[src/rtl/mem_pkg.sv]
// Shared types and constants for the RAM initiator and its lane helper.
package mem_pkg;

  localparam int unsigned MAU_LANES  = 4;
  localparam int unsigned MAU_DATA_W = 32;

  typedef enum logic [1:0] {
    MEM_B   = 2'd0,
    MEM_H   = 2'd1,
    MEM_W   = 2'd2,
    MEM_RSV = 2'd3
  } mem_size_t;

  typedef enum logic [1:0] {
    IDLE      = 2'd0,
    ISSUE     = 2'd1,
    LOAD_DATA = 2'd2,
    RESP      = 2'd3
  } mau_state_t;

  // True when the access cannot be made: unaligned half/word or reserved size.
  function automatic logic f_misaligned(input mem_size_t size, input logic [1:0] addr_lo);
    case (size)
      MEM_B:   return 1'b0;
      MEM_H:   return addr_lo[0];
      MEM_W:   return |addr_lo;
      default: return 1'b1;
    endcase
  endfunction

endpackage

[src/rtl/mem_access_unit_if.sv]
// CPU request/response channels plus the RAM port, bundled for the initiator.
interface mem_access_unit_if #(
  parameter int unsigned AW = 32,
  parameter int unsigned DW = 32
);
  logic          req_valid;
  logic          req_ready;
  logic          req_store;
  logic [1:0]    req_size;
  logic          req_unsigned;
  logic [AW-1:0] req_addr;
  logic [DW-1:0] req_wdata;
  logic          rsp_valid;
  logic          rsp_ready;
  logic [DW-1:0] rsp_data;
  logic          rsp_misaligned;
  logic          mem_re;
  logic [AW-1:0] mem_r_addr;
  logic [DW-1:0] mem_r_data;
  logic          mem_we;
  logic [AW-1:0] mem_w_addr;
  logic [DW-1:0] mem_w_data;
  logic [3:0]    mem_w_sel;

  modport slave (
    input  req_valid, req_store, req_size, req_unsigned, req_addr, req_wdata,
    input  rsp_ready, mem_r_data,
    output req_ready, rsp_valid, rsp_data, rsp_misaligned,
    output mem_re, mem_r_addr, mem_we, mem_w_addr, mem_w_data, mem_w_sel
  );

  modport master (
    output req_valid, req_store, req_size, req_unsigned, req_addr, req_wdata,
    output rsp_ready, mem_r_data,
    input  req_ready, rsp_valid, rsp_data, rsp_misaligned,
    input  mem_re, mem_r_addr, mem_we, mem_w_addr, mem_w_data, mem_w_sel
  );
endinterface

[src/rtl/mem_lane_align.sv]
// Byte-lane steering for stores and lane extraction/extension for loads.
module mem_lane_align
  import mem_pkg::*;
(
  input  mem_size_t                  i_size,
  input  logic                       i_unsigned,
  input  logic [1:0]                 i_addr_lo,
  input  logic [MAU_DATA_W-1:0]      i_wdata,
  input  logic [MAU_DATA_W-1:0]      i_rdata,
  output logic [MAU_LANES-1:0]       o_w_sel_c,
  output logic [MAU_DATA_W-1:0]      o_w_data_c,
  output logic [MAU_DATA_W-1:0]      o_r_data_c
);

  logic [MAU_DATA_W-1:0] w_shifted;
  logic                  w_sign;

  // Select lanes / replicate store data and right-align plus extend load data.
  always_comb begin
    w_shifted  = i_rdata >> {i_addr_lo, 3'b000};
    w_sign     = 1'b0;
    o_w_sel_c  = '0;
    o_w_data_c = '0;
    o_r_data_c = '0;
    case (i_size)
      MEM_B: begin
        w_sign     = ~i_unsigned & w_shifted[7];
        o_w_sel_c  = 4'b0001 << i_addr_lo;
        o_w_data_c = {4{i_wdata[7:0]}};
        o_r_data_c = {{24{w_sign}}, w_shifted[7:0]};
      end
      MEM_H: begin
        w_sign     = ~i_unsigned & w_shifted[15];
        o_w_sel_c  = 4'b0011 << i_addr_lo;
        o_w_data_c = {2{i_wdata[15:0]}};
        o_r_data_c = {{16{w_sign}}, w_shifted[15:0]};
      end
      MEM_W: begin
        o_w_sel_c  = 4'b1111;
        o_w_data_c = i_wdata;
        o_r_data_c = w_shifted;
      end
      default: ;
    endcase
  end

endmodule

[src/rtl/mem_access_unit.sv]
// Single-outstanding load/store initiator for the one-cycle-latency on-chip RAM.
module mem_access_unit
  import mem_pkg::*;
#(
  parameter int unsigned AddrBusWidth = 32,
  parameter int unsigned DataBusWidth = 32
) (
  input  logic             clk,
  input  logic             rst,
  mem_access_unit_if.slave bus
);

  localparam int unsigned AW = AddrBusWidth;
  localparam int unsigned DW = MAU_DATA_W;

  if (DataBusWidth != MAU_DATA_W) begin : g_dw_check
    $error("mem_access_unit: only DataBusWidth = 32 is supported");
  end

  mau_state_t        r_state, w_state_nxt;
  logic              r_req_ready, w_req_ready_nxt;
  logic              r_rsp_valid, w_rsp_valid_nxt;
  logic [DW-1:0]     r_rsp_data, w_rsp_data_nxt;
  logic              r_rsp_mis, w_rsp_mis_nxt;
  logic              r_mem_re, w_mem_re_nxt;
  logic              r_mem_we, w_mem_we_nxt;
  logic [AW-1:0]     r_mem_r_addr, w_mem_r_addr_nxt;
  logic [AW-1:0]     r_mem_w_addr, w_mem_w_addr_nxt;
  logic [DW-1:0]     r_mem_w_data, w_mem_w_data_nxt;
  logic [3:0]        r_mem_w_sel, w_mem_w_sel_nxt;

  logic              r_store;
  mem_size_t         r_size;
  logic              r_unsigned;
  logic [1:0]        r_addr_lo;

  mem_size_t         w_in_size;
  logic              w_accept;
  logic              w_misaligned;
  logic [AW-1:0]     w_word_addr;
  mem_size_t         w_al_size;
  logic [1:0]        w_al_lo;
  logic [3:0]        w_al_sel;
  logic [DW-1:0]     w_al_wdata;
  logic [DW-1:0]     w_al_rdata;

  assign w_in_size    = mem_size_t'(bus.req_size);
  assign w_accept     = (r_state == IDLE) && bus.req_valid && r_req_ready;
  assign w_misaligned = f_misaligned(w_in_size, bus.req_addr[1:0]);
  assign w_word_addr  = {bus.req_addr[AW-1:2], 2'b00};

  // Store steering uses the incoming request; load extraction uses the captured one.
  assign w_al_size = (r_state == IDLE) ? w_in_size : r_size;
  assign w_al_lo   = (r_state == IDLE) ? bus.req_addr[1:0] : r_addr_lo;

  mem_lane_align u_align (
    .i_size     (w_al_size),
    .i_unsigned (r_unsigned),
    .i_addr_lo  (w_al_lo),
    .i_wdata    (bus.req_wdata),
    .i_rdata    (bus.mem_r_data),
    .o_w_sel_c  (w_al_sel),
    .o_w_data_c (w_al_wdata),
    .o_r_data_c (w_al_rdata)
  );

  // Next state and next values of every registered output.
  always_comb begin
    w_state_nxt      = r_state;
    w_req_ready_nxt  = 1'b0;
    w_rsp_valid_nxt  = 1'b0;
    w_rsp_data_nxt   = r_rsp_data;
    w_rsp_mis_nxt    = r_rsp_mis;
    w_mem_re_nxt     = 1'b0;
    w_mem_we_nxt     = 1'b0;
    w_mem_r_addr_nxt = '0;
    w_mem_w_addr_nxt = '0;
    w_mem_w_data_nxt = '0;
    w_mem_w_sel_nxt  = '0;
    case (r_state)
      IDLE: begin
        if (w_accept) begin
          w_rsp_data_nxt = '0;
          if (w_misaligned) begin
            w_state_nxt     = RESP;
            w_rsp_valid_nxt = 1'b1;
            w_rsp_mis_nxt   = 1'b1;
          end else begin
            w_state_nxt   = ISSUE;
            w_rsp_mis_nxt = 1'b0;
            if (bus.req_store) begin
              w_mem_we_nxt     = 1'b1;
              w_mem_w_addr_nxt = w_word_addr;
              w_mem_w_sel_nxt  = w_al_sel;
              w_mem_w_data_nxt = w_al_wdata;
            end else begin
              w_mem_re_nxt     = 1'b1;
              w_mem_r_addr_nxt = w_word_addr;
            end
          end
        end else begin
          w_req_ready_nxt = 1'b1;
        end
      end
      ISSUE: begin
        if (r_store) begin
          w_state_nxt     = RESP;
          w_rsp_valid_nxt = 1'b1;
        end else begin
          w_state_nxt = LOAD_DATA;
        end
      end
      LOAD_DATA: begin
        // RAM data is only present this cycle, so it must be captured here.
        w_state_nxt     = RESP;
        w_rsp_valid_nxt = 1'b1;
        w_rsp_data_nxt  = w_al_rdata;
      end
      RESP: begin
        if (bus.rsp_ready) begin
          w_state_nxt     = IDLE;
          w_req_ready_nxt = 1'b1;
          w_rsp_data_nxt  = '0;
          w_rsp_mis_nxt   = 1'b0;
        end else begin
          w_rsp_valid_nxt = 1'b1;
        end
      end
      default: w_state_nxt = IDLE;
    endcase
  end

  // State and output registers with synchronous reset.
  always_ff @(posedge clk) begin
    if (rst) begin
      r_state      <= IDLE;
      r_req_ready  <= 1'b0;
      r_rsp_valid  <= 1'b0;
      r_rsp_data   <= '0;
      r_rsp_mis    <= 1'b0;
      r_mem_re     <= 1'b0;
      r_mem_we     <= 1'b0;
      r_mem_r_addr <= '0;
      r_mem_w_addr <= '0;
      r_mem_w_data <= '0;
      r_mem_w_sel  <= '0;
    end else begin
      r_state      <= w_state_nxt;
      r_req_ready  <= w_req_ready_nxt;
      r_rsp_valid  <= w_rsp_valid_nxt;
      r_rsp_data   <= w_rsp_data_nxt;
      r_rsp_mis    <= w_rsp_mis_nxt;
      r_mem_re     <= w_mem_re_nxt;
      r_mem_we     <= w_mem_we_nxt;
      r_mem_r_addr <= w_mem_r_addr_nxt;
      r_mem_w_addr <= w_mem_w_addr_nxt;
      r_mem_w_data <= w_mem_w_data_nxt;
      r_mem_w_sel  <= w_mem_w_sel_nxt;
    end
  end

  // Request fields needed after the accept cycle.
  always_ff @(posedge clk) begin
    if (w_accept) begin
      r_store    <= bus.req_store;
      r_size     <= w_in_size;
      r_unsigned <= bus.req_unsigned;
      r_addr_lo  <= bus.req_addr[1:0];
    end
  end

  assign bus.req_ready      = r_req_ready;
  assign bus.rsp_valid      = r_rsp_valid;
  assign bus.rsp_data       = r_rsp_data;
  assign bus.rsp_misaligned = r_rsp_mis;
  assign bus.mem_re         = r_mem_re;
  assign bus.mem_r_addr     = r_mem_r_addr;
  // A write in flight must never reach the RAM while reset is asserted.
  assign bus.mem_we         = r_mem_we & ~rst;
  assign bus.mem_w_addr     = r_mem_w_addr;
  assign bus.mem_w_data     = r_mem_w_data;
  assign bus.mem_w_sel      = r_mem_w_sel;

endmodule

[src/flat_wrapper.sv]
// flat-port wrapper written by rule: the top's interface ports become plain ports
module mem_access_unit_flat import mem_pkg::*;
#(
  parameter int unsigned AddrBusWidth = 32,
  parameter int unsigned DataBusWidth = 32
)
  (clk, rst, bus_req_valid, bus_req_store, bus_req_size, bus_req_unsigned, bus_req_addr, bus_req_wdata, bus_rsp_ready, bus_mem_r_data, bus_req_ready, bus_rsp_valid, bus_rsp_data, bus_rsp_misaligned, bus_mem_re, bus_mem_r_addr, bus_mem_we, bus_mem_w_addr, bus_mem_w_data, bus_mem_w_sel);
  mem_access_unit_if #(.AW(32), .DW(32)) bus_i ();
  input  logic clk;
  input  logic rst;
  input wire logic [$bits(bus_i.req_valid)-1:0] bus_req_valid;
  input wire logic [$bits(bus_i.req_store)-1:0] bus_req_store;
  input wire logic [$bits(bus_i.req_size)-1:0] bus_req_size;
  input wire logic [$bits(bus_i.req_unsigned)-1:0] bus_req_unsigned;
  input wire logic [$bits(bus_i.req_addr)-1:0] bus_req_addr;
  input wire logic [$bits(bus_i.req_wdata)-1:0] bus_req_wdata;
  input wire logic [$bits(bus_i.rsp_ready)-1:0] bus_rsp_ready;
  input wire logic [$bits(bus_i.mem_r_data)-1:0] bus_mem_r_data;
  output wire logic [$bits(bus_i.req_ready)-1:0] bus_req_ready;
  output wire logic [$bits(bus_i.rsp_valid)-1:0] bus_rsp_valid;
  output wire logic [$bits(bus_i.rsp_data)-1:0] bus_rsp_data;
  output wire logic [$bits(bus_i.rsp_misaligned)-1:0] bus_rsp_misaligned;
  output wire logic [$bits(bus_i.mem_re)-1:0] bus_mem_re;
  output wire logic [$bits(bus_i.mem_r_addr)-1:0] bus_mem_r_addr;
  output wire logic [$bits(bus_i.mem_we)-1:0] bus_mem_we;
  output wire logic [$bits(bus_i.mem_w_addr)-1:0] bus_mem_w_addr;
  output wire logic [$bits(bus_i.mem_w_data)-1:0] bus_mem_w_data;
  output wire logic [$bits(bus_i.mem_w_sel)-1:0] bus_mem_w_sel;
  assign bus_i.req_valid = bus_req_valid;
  assign bus_i.req_store = bus_req_store;
  assign bus_i.req_size = bus_req_size;
  assign bus_i.req_unsigned = bus_req_unsigned;
  assign bus_i.req_addr = bus_req_addr;
  assign bus_i.req_wdata = bus_req_wdata;
  assign bus_i.rsp_ready = bus_rsp_ready;
  assign bus_i.mem_r_data = bus_mem_r_data;
  assign bus_req_ready = bus_i.req_ready;
  assign bus_rsp_valid = bus_i.rsp_valid;
  assign bus_rsp_data = bus_i.rsp_data;
  assign bus_rsp_misaligned = bus_i.rsp_misaligned;
  assign bus_mem_re = bus_i.mem_re;
  assign bus_mem_r_addr = bus_i.mem_r_addr;
  assign bus_mem_we = bus_i.mem_we;
  assign bus_mem_w_addr = bus_i.mem_w_addr;
  assign bus_mem_w_data = bus_i.mem_w_data;
  assign bus_mem_w_sel = bus_i.mem_w_sel;
  mem_access_unit #(.AddrBusWidth(AddrBusWidth), .DataBusWidth(DataBusWidth)) u_core (.clk(clk), .rst(rst), .bus(bus_i));
endmodule
[config.mk]
export PLATFORM = sky130hd
export DESIGN_NAME = mem_access_unit_flat
export DESIGN_NICKNAME = d
export VERILOG_FILES = /design/src/rtl/mem_pkg.sv /design/src/rtl/mem_access_unit_if.sv /design/src/rtl/mem_lane_align.sv /design/src/rtl/mem_access_unit.sv /design/src/flat_wrapper.sv
export SDC_FILE = /design/constraint.sdc
export NUM_CORES = 1
export LEC_CHECK = 0
export CORE_MARGIN = 10
export CORE_UTILIZATION = 45
export DETAILED_ROUTE_END_ITERATION = 16
export GPL_ROUTABILITY_DRIVEN = 0
export GPL_TIMING_DRIVEN = 0
export HOLD_SLACK_MARGIN = 0.15
export PLACE_DENSITY = 0.88
export SYNTH_ARGS = -nofsm -noshare
export SYNTH_HDL_FRONTEND = slang
export SYNTH_HIERARCHICAL = 1
export SYNTH_SLANG_ARGS = --single-unit
[constraint.sdc]
create_clock -name clk -period 4.2 [get_ports clk]
set_input_delay 0.42 -clock clk [delete_from_list [all_inputs] [get_ports clk]]
set_output_delay 0.42 -clock clk [all_outputs]
set_load 0.05 [all_outputs]
=== Word level (Yosys, flattened, before mapping) ===
Index checks and enable logic that the tools add are counted.
W data, S select, Z words.

* Register bits: 145
* Input bits: 104
* Output and inout port bits: 137
* Word-level logic and storage cells: 78

* Equality and inequality tests: 9
* Shifts and indexed selects: 3
* Muxes and demuxes: 27
* Bitwise logic cells: 8
* Reduce and logical (&&, ||, !) cells: 14

{| class="wikitable"
|+ Operator list
! cell !! count
|-
| $pmux W32 S3 || 3
|-
| $mux W32 || 2
|-
| $shr A32 B5 Y32 || 1
|-
| $pmux W4 S3 || 1
|-
| $mux W1 || 11
|-
| $mux W2 || 5
|-
| $reduce_or A5 Y1 || 2
|-
| $eq A2 B2 Y1 const B || 4
|-
| $pmux W2 S4 || 1
|-
| $eq A2 B1 Y1 const B || 3
|-
| $logic_not A2 Y1 || 3
|-
| $reduce_and A3 Y1 || 2
|-
| $not A1 Y1 || 5
|-
| $pmux W1 S2 || 2
|-
| $pmux W1 S4 || 1
|-
| $reduce_or A4 Y1 || 1
|-
| $shl A1 B2 Y4 const A || 1
|-
| $shl A2 B2 Y4 const A || 1
|-
| $and A1 B1 Y1 || 3
|-
| $pmux W1 S3 || 1
|-
| $reduce_bool A3 Y1 || 1
|-
| $logic_and A1 B1 Y1 || 2
|-
| $ne A2 B1 Y1 const B || 1
|-
| $ne A2 B2 Y1 const B || 1
|-
| 3 further kinds || 3
|}

=== Depth between registers and ports, before layout ===
* Depth after elaboration: 6
* Mapped depth: 12
* Mapped depth without buffers: 9

=== Cells and area by module ===
The synthesis kept the hierarchy.

{| class="wikitable"
|+ By module, submodules not included
! module !! instances !! cells each !! area each (sq um) !! seq. area each (sq um)
|-
| mem_access_unit || 1 || 419 || 4,724.5 || 2,882.8
|-
| mem_lane_align || 1 || 179 || 1,237.4 || 0.0
|}

=== Least setup slack after synthesis ===
OpenSTA, ideal clock, no wires.

* Kind: reg2reg
* From: reg u_core.r_state[0]
* To: reg u_core.r_rsp_data[11] (netlist: u_core/bus.rsp_data[11])
* Library setup time: 101 ps
* Arrival time: 2,263 ps
* Required time: 4,099 ps
* Path slack: 1,836 ps
* Cell stages (with the launch flop): 11
* Path buffers: 1
* Period minus slack after synthesis: 2,364 ps
* Cells stage by stage: dfxtp_1 inv_1 ha_1 buf_2 mux2_2 or3_1 o32a_4 nor2_4 a221o_1 nand2_1 o41ai_1

* Word-level cells in the longest chain between the ends: 6
* Elaborated cells between the ends (all ways): 18
* Classes of those cells: eq/ne (6); shift (1); mux (4); bitwise (1); reduce/logical (6)

{| class="wikitable"
|+ RTL lines
! element !! RTL line !! RTL
|-
| start: declaration || mem_access_unit.sv:20 || <nowiki>mau_state_t r_state, w_state_nxt;</nowiki>
|-
| start signal: assignment || mem_access_unit.sv:148 || <nowiki>r_state <= w_state_nxt;</nowiki>
|-
| $logic_not A2 Y1 * || mem_access_unit.sv:54 || <nowiki>assign w_al_lo = (r_state == IDLE) ? bus.req_addr[1:0] : r_addr_lo;</nowiki>
|-
| $mux W2 * || mem_access_unit.sv:54 ||
|-
| via u_core.w_al_lo[1] || mem_access_unit.sv:42 || <nowiki>logic [1:0] w_al_lo;</nowiki>
|-
| $shr A32 B5 Y32 * || mem_lane_align.sv:20 || <nowiki>w_shifted = i_rdata >> {i_addr_lo, 3'b000};</nowiki>
|-
| $and A1 B1 Y1 || mem_lane_align.sv:27 || <nowiki>w_sign = ~i_unsigned & w_shifted[7];</nowiki>
|-
| $pmux W32 S3 * || mem_lane_align.sv:25 || <nowiki>case (i_size)</nowiki>
|-
| via u_core.w_al_rdata[11] || mem_access_unit.sv:45 || <nowiki>logic [DW-1:0] w_al_rdata;</nowiki>
|-
| $pmux W32 S3 * || mem_access_unit.sv:80 || <nowiki>case (r_state)</nowiki>
|-
| end signal: assignment || mem_access_unit.sv:151 || <nowiki>r_rsp_data <= w_rsp_data_nxt;</nowiki>
|-
| end: declaration || mem_access_unit.sv:23 || <nowiki>logic [DW-1:0] r_rsp_data, w_rsp_data_nxt;</nowiki>
|}

The timed path passes the listed nets; every way through them passes the cells marked *.
A chain may end at the register's enable or synchronous reset.

=== Worst setup path after layout ===
* From: in rst
* To: out bus_mem_we

* Word-level cells in the longest chain between the ends: 2

{| class="wikitable"
|+ RTL lines
! element !! RTL line !! RTL
|-
| start: declaration || flat_wrapper.sv:10 || <nowiki>input logic rst;</nowiki>
|-
| $not A1 Y1 || mem_access_unit.sv:179 || <nowiki>assign bus.mem_we = r_mem_we & ~rst;</nowiki>
|-
| $and A1 B1 Y1 || mem_access_unit.sv:179 ||
|-
| end: declaration || flat_wrapper.sv:25 || <nowiki>output wire logic [$bits(bus_i.mem_we)-1:0] bus_mem_we;</nowiki>
|}

Every way passes these cells.

==> flow_summary.toml <==
[synth]
synth_top_family_by_area = "compound AO/OA/AOI/OAI gates"
ys_warn_count = 6
muxShareOfSynthArea_pct = 5.08
yosysTopAreaCell = "dfxtp_1"
ys_types = 58
synth_async_sr_flop_share_pct = 0
syn_inst = 598
synth_ff_type = "dfxtp_1"
avgSynthCellArea_um2 = 9.97
synth-compound-area-share_pct = 20.2
synth_area_mm2 = 0.00596
yosys.area.top_type_share_pct = 45.3
synthTopCellsByArea = "dfxtp_1 45%, and2_1 11%, o311ai_0 4.8%"
synth_fa_ha_area_share_pct = 1.05
synth_xor_area_share_pct = 0.273
ys_seq_area_share_pct = 48.4
ys_seq_elements = 141
synth_edf_count = 6
synth-simple-area-share_pct = 19.3

[sta]
tns_ps = 0
final-setup-viol-count = 0
fin_worst_skew_ps = 9.30
hold_viol_final = 0
layout_min_cycle_time_ps = 3190
period_share_pct = 75.9
tightest_slew_ps = 639
fmax_mhz = 314
drv_slew = 0
max_slew_margin_pct = 57.3
rsz0062_at_grt = "false"

[global_routing]
antenna_found_initial = 0
grt_pass1_wl_um = 31300
grt_max_degree = 17
grt_pass1_vias = 5509
grt_overflow_total = 0
grtUsageTotal_pct = 21.7

[layout]
n_antenna_cell = 0
design_area_mm2 = 0.00917
area_growth_pct = 53.9
drive_above_1_share_pct = 9.55
nets = 965

[min_path]
hp-start = "u_core/bus.rsp_misaligned"
hold_depth = 2
hold_path_class = "reg -> reg"

[clock_network]
clk_pin_slew_ps = 60
clk-insertion-delay-late_ps = 420
cts_setup_buffers = 0
numCtsBuffers = 17
ctsResizeCount = 0
tritoncts = "built"
clkSinkCount = 141
cts-root-buf = "clkbuf_16"
cts_max_level = 4
clockBufferDepth = 2
hold_buffers = 0

[worst_setup_path]
crit_buf_inv = 4
rr_worst_depth = 11
cp-startpoint = "rst"
max_stage_delay_ps = 740
reg2reg_from = "u_core/r_state[1]"
worstPathArrival_ps = 2770
required_ps = 3780
end_kind = "output pin"
crit_fanout = 10
path_common_cell = "clkdlybuf4s50_1"
path_depth = 5
cp_slowest_cell = "clkdlybuf4s50_1"
critPathKind = "in -> out"
worstPathCellList = "clkdlybuf4s50_1 > clkbuf_1 > buf_1 > nor2b_1 > clkdlybuf4s50_1"
cpLargestDelayFamily = "buffers and inverters"
worstSetupStartpointType = "input pin"

[route]
routed_wl_um = 20600
drc = 0
viasPerCell = 5.43
drt-initial-drc-count = 678
num_vias = 5653
ant_nets = 0
avgRoutedWirePerCell_um = 19.8
drtPass1Iterations = 5

[status]
status = "finished, final reports clean"

[die]
chipWidth_um = 135
io_pins = 241
rows = 41
start_util_pct = 46.7
die_y_um = 135
core_area_mm2 = 0.0128
dieArea_mm2 = 0.0183

[placement]
portBuffers = 236
dpl_cell_area_mm2 = 0.00855
dp_hpwl_um = 15800

[power]
power_mw = 4.79
p_per_area_mw_per_mm2 = 522
ir_drop_v = 0.000273
leakagePower_nw = 3.56

[run]
cap_violations = 0
==> registers in the layout, summed over array words and instances (netlist names) <==
register	cells
u_core/bus.mem_w_data	32
u_core/bus.rsp_data	32
u_core/bus.mem_r_addr	30
u_core/bus.mem_w_addr	30
u_core/bus.mem_w_sel	4
u_core/r_addr_lo	2
u_core/r_size	2
u_core/r_state	2
u_core/bus.mem_re	1
u_core/bus.req_ready	1
u_core/bus.rsp_misaligned	1
u_core/bus.rsp_valid	1
u_core/r_mem_we	1
u_core/r_store	1
u_core/r_unsigned	1
==> final cells by class <==
cell class | instances | area, µm²
timing repair buffer | 236 | 2360
sequential | 141 | 2880
clock buffer | 18 | 439
fill | 917 | 3600
inverter | 10 | 37.5
multi-input combinational | 392 | 2750
tap | 172 | 215
buffer | 58 | 300
clock inverter | 14 | 183
==> Yosys cell counts, types with 6 or more instances <==
cell and number:
buf_2 12, and2_1 102, nor2_1 15, nor2b_1 13
nand2_1 54, o41ai_1 31, edfxtp_1 6, mux2_2 9
dfxtp_1 135, mux2i_1 19, a211oi_1 16, inv_1 10
o21ai_0 10, clkbuf_1 31, buf_4 8, a21o_1 17
o311ai_0 33
==> worst paths after layout <==
check,endpoint,slack [ps]
setup reg to reg,u_core/bus.rsp_data[27],1310
hold / removal,u_core/bus.rsp_misaligned,500
hold reg to reg,u_core/bus.rsp_misaligned,500
setup / recovery,bus_mem_we,1010
==> routing by layer <==
layer,wire [µm],track usage [%]
met5,0,0
met3,1920,7.31
met1,8530,26.1
met4,439,7.24
met2,9700,35.7
==> cells in the final DEF (no fill, tap or decap), drive strengths merged, types with 2 or more instances in the layout <==
| cell | netlist | layout |
|---|---|---|
| a21oi | 6 | 6 |
| o31ai | 2 | 2 |
| inv | 10 | 14 |
| a22o | 5 | 5 |
| bufinv | 0 | 3 |
| or3 | 2 | 2 |
| nand3 | 6 | 6 |
| a21boi | 2 | 2 |
| nand2 | 54 | 54 |
| mux2 | 10 | 10 |
| edfxtp | 6 | 6 |
| nor2b | 13 | 13 |
| clkinv | 0 | 5 |
| buf | 27 | 27 |
| clkbuf | 31 | 49 |
| o311ai | 33 | 33 |
| a211oi | 16 | 16 |
| dfxtp | 135 | 135 |
| nand2b | 5 | 5 |
| o21ai | 13 | 13 |
| a2111oi | 2 | 2 |
| a21o | 17 | 17 |
| nor2 | 17 | 17 |
| clkinvlp | 0 | 2 |
| conb | 1 | 4 |
| and2 | 102 | 102 |
| nor3 | 6 | 6 |
| clkdlybuf4s50 | 0 | 236 |
| o41ai | 31 | 31 |
| ha | 5 | 5 |
| a221o | 6 | 6 |
| mux2i | 19 | 19 |
==> cell families after synthesis <==
group	after synthesis
compound gates	143
xor+xnor	1
fa+ha+maj	5
buf+inv	68
flops	141
mux	29
other cells	1
simple gates	210
==> through the flow <==
step | setup WS (ps) | cells | hold WS [ps] | util [%]
floorplan | 1840 | 601 | 519 | -
global placement | 1080 | 1009 | 477 | 66.9
detailed placement | 1070 | 1009 | 475 | 66.9
CTS | 1040 | 1041 | 486 | 71.8
global route | 877 | 1041 | 519 | 71.8
finish | 1010 | 1041 | 496 | 71.8
==> report_power, final <==
group	internal, mW	switching, mW
combinational	0.648	1.13
clock	0.961	0.601
sequential	1.41	0.0341
total	3.02	1.77
==> tightest hold or removal path, delay by kind of cell (launching register included) <==
family	cells	cell delay (ps)
AO/OA/AOI/OAI	1	90
flip-flops	1	320
AND/OR/NAND/NOR	1	50
Note: power is estimated with default switching activity, not from simulation.
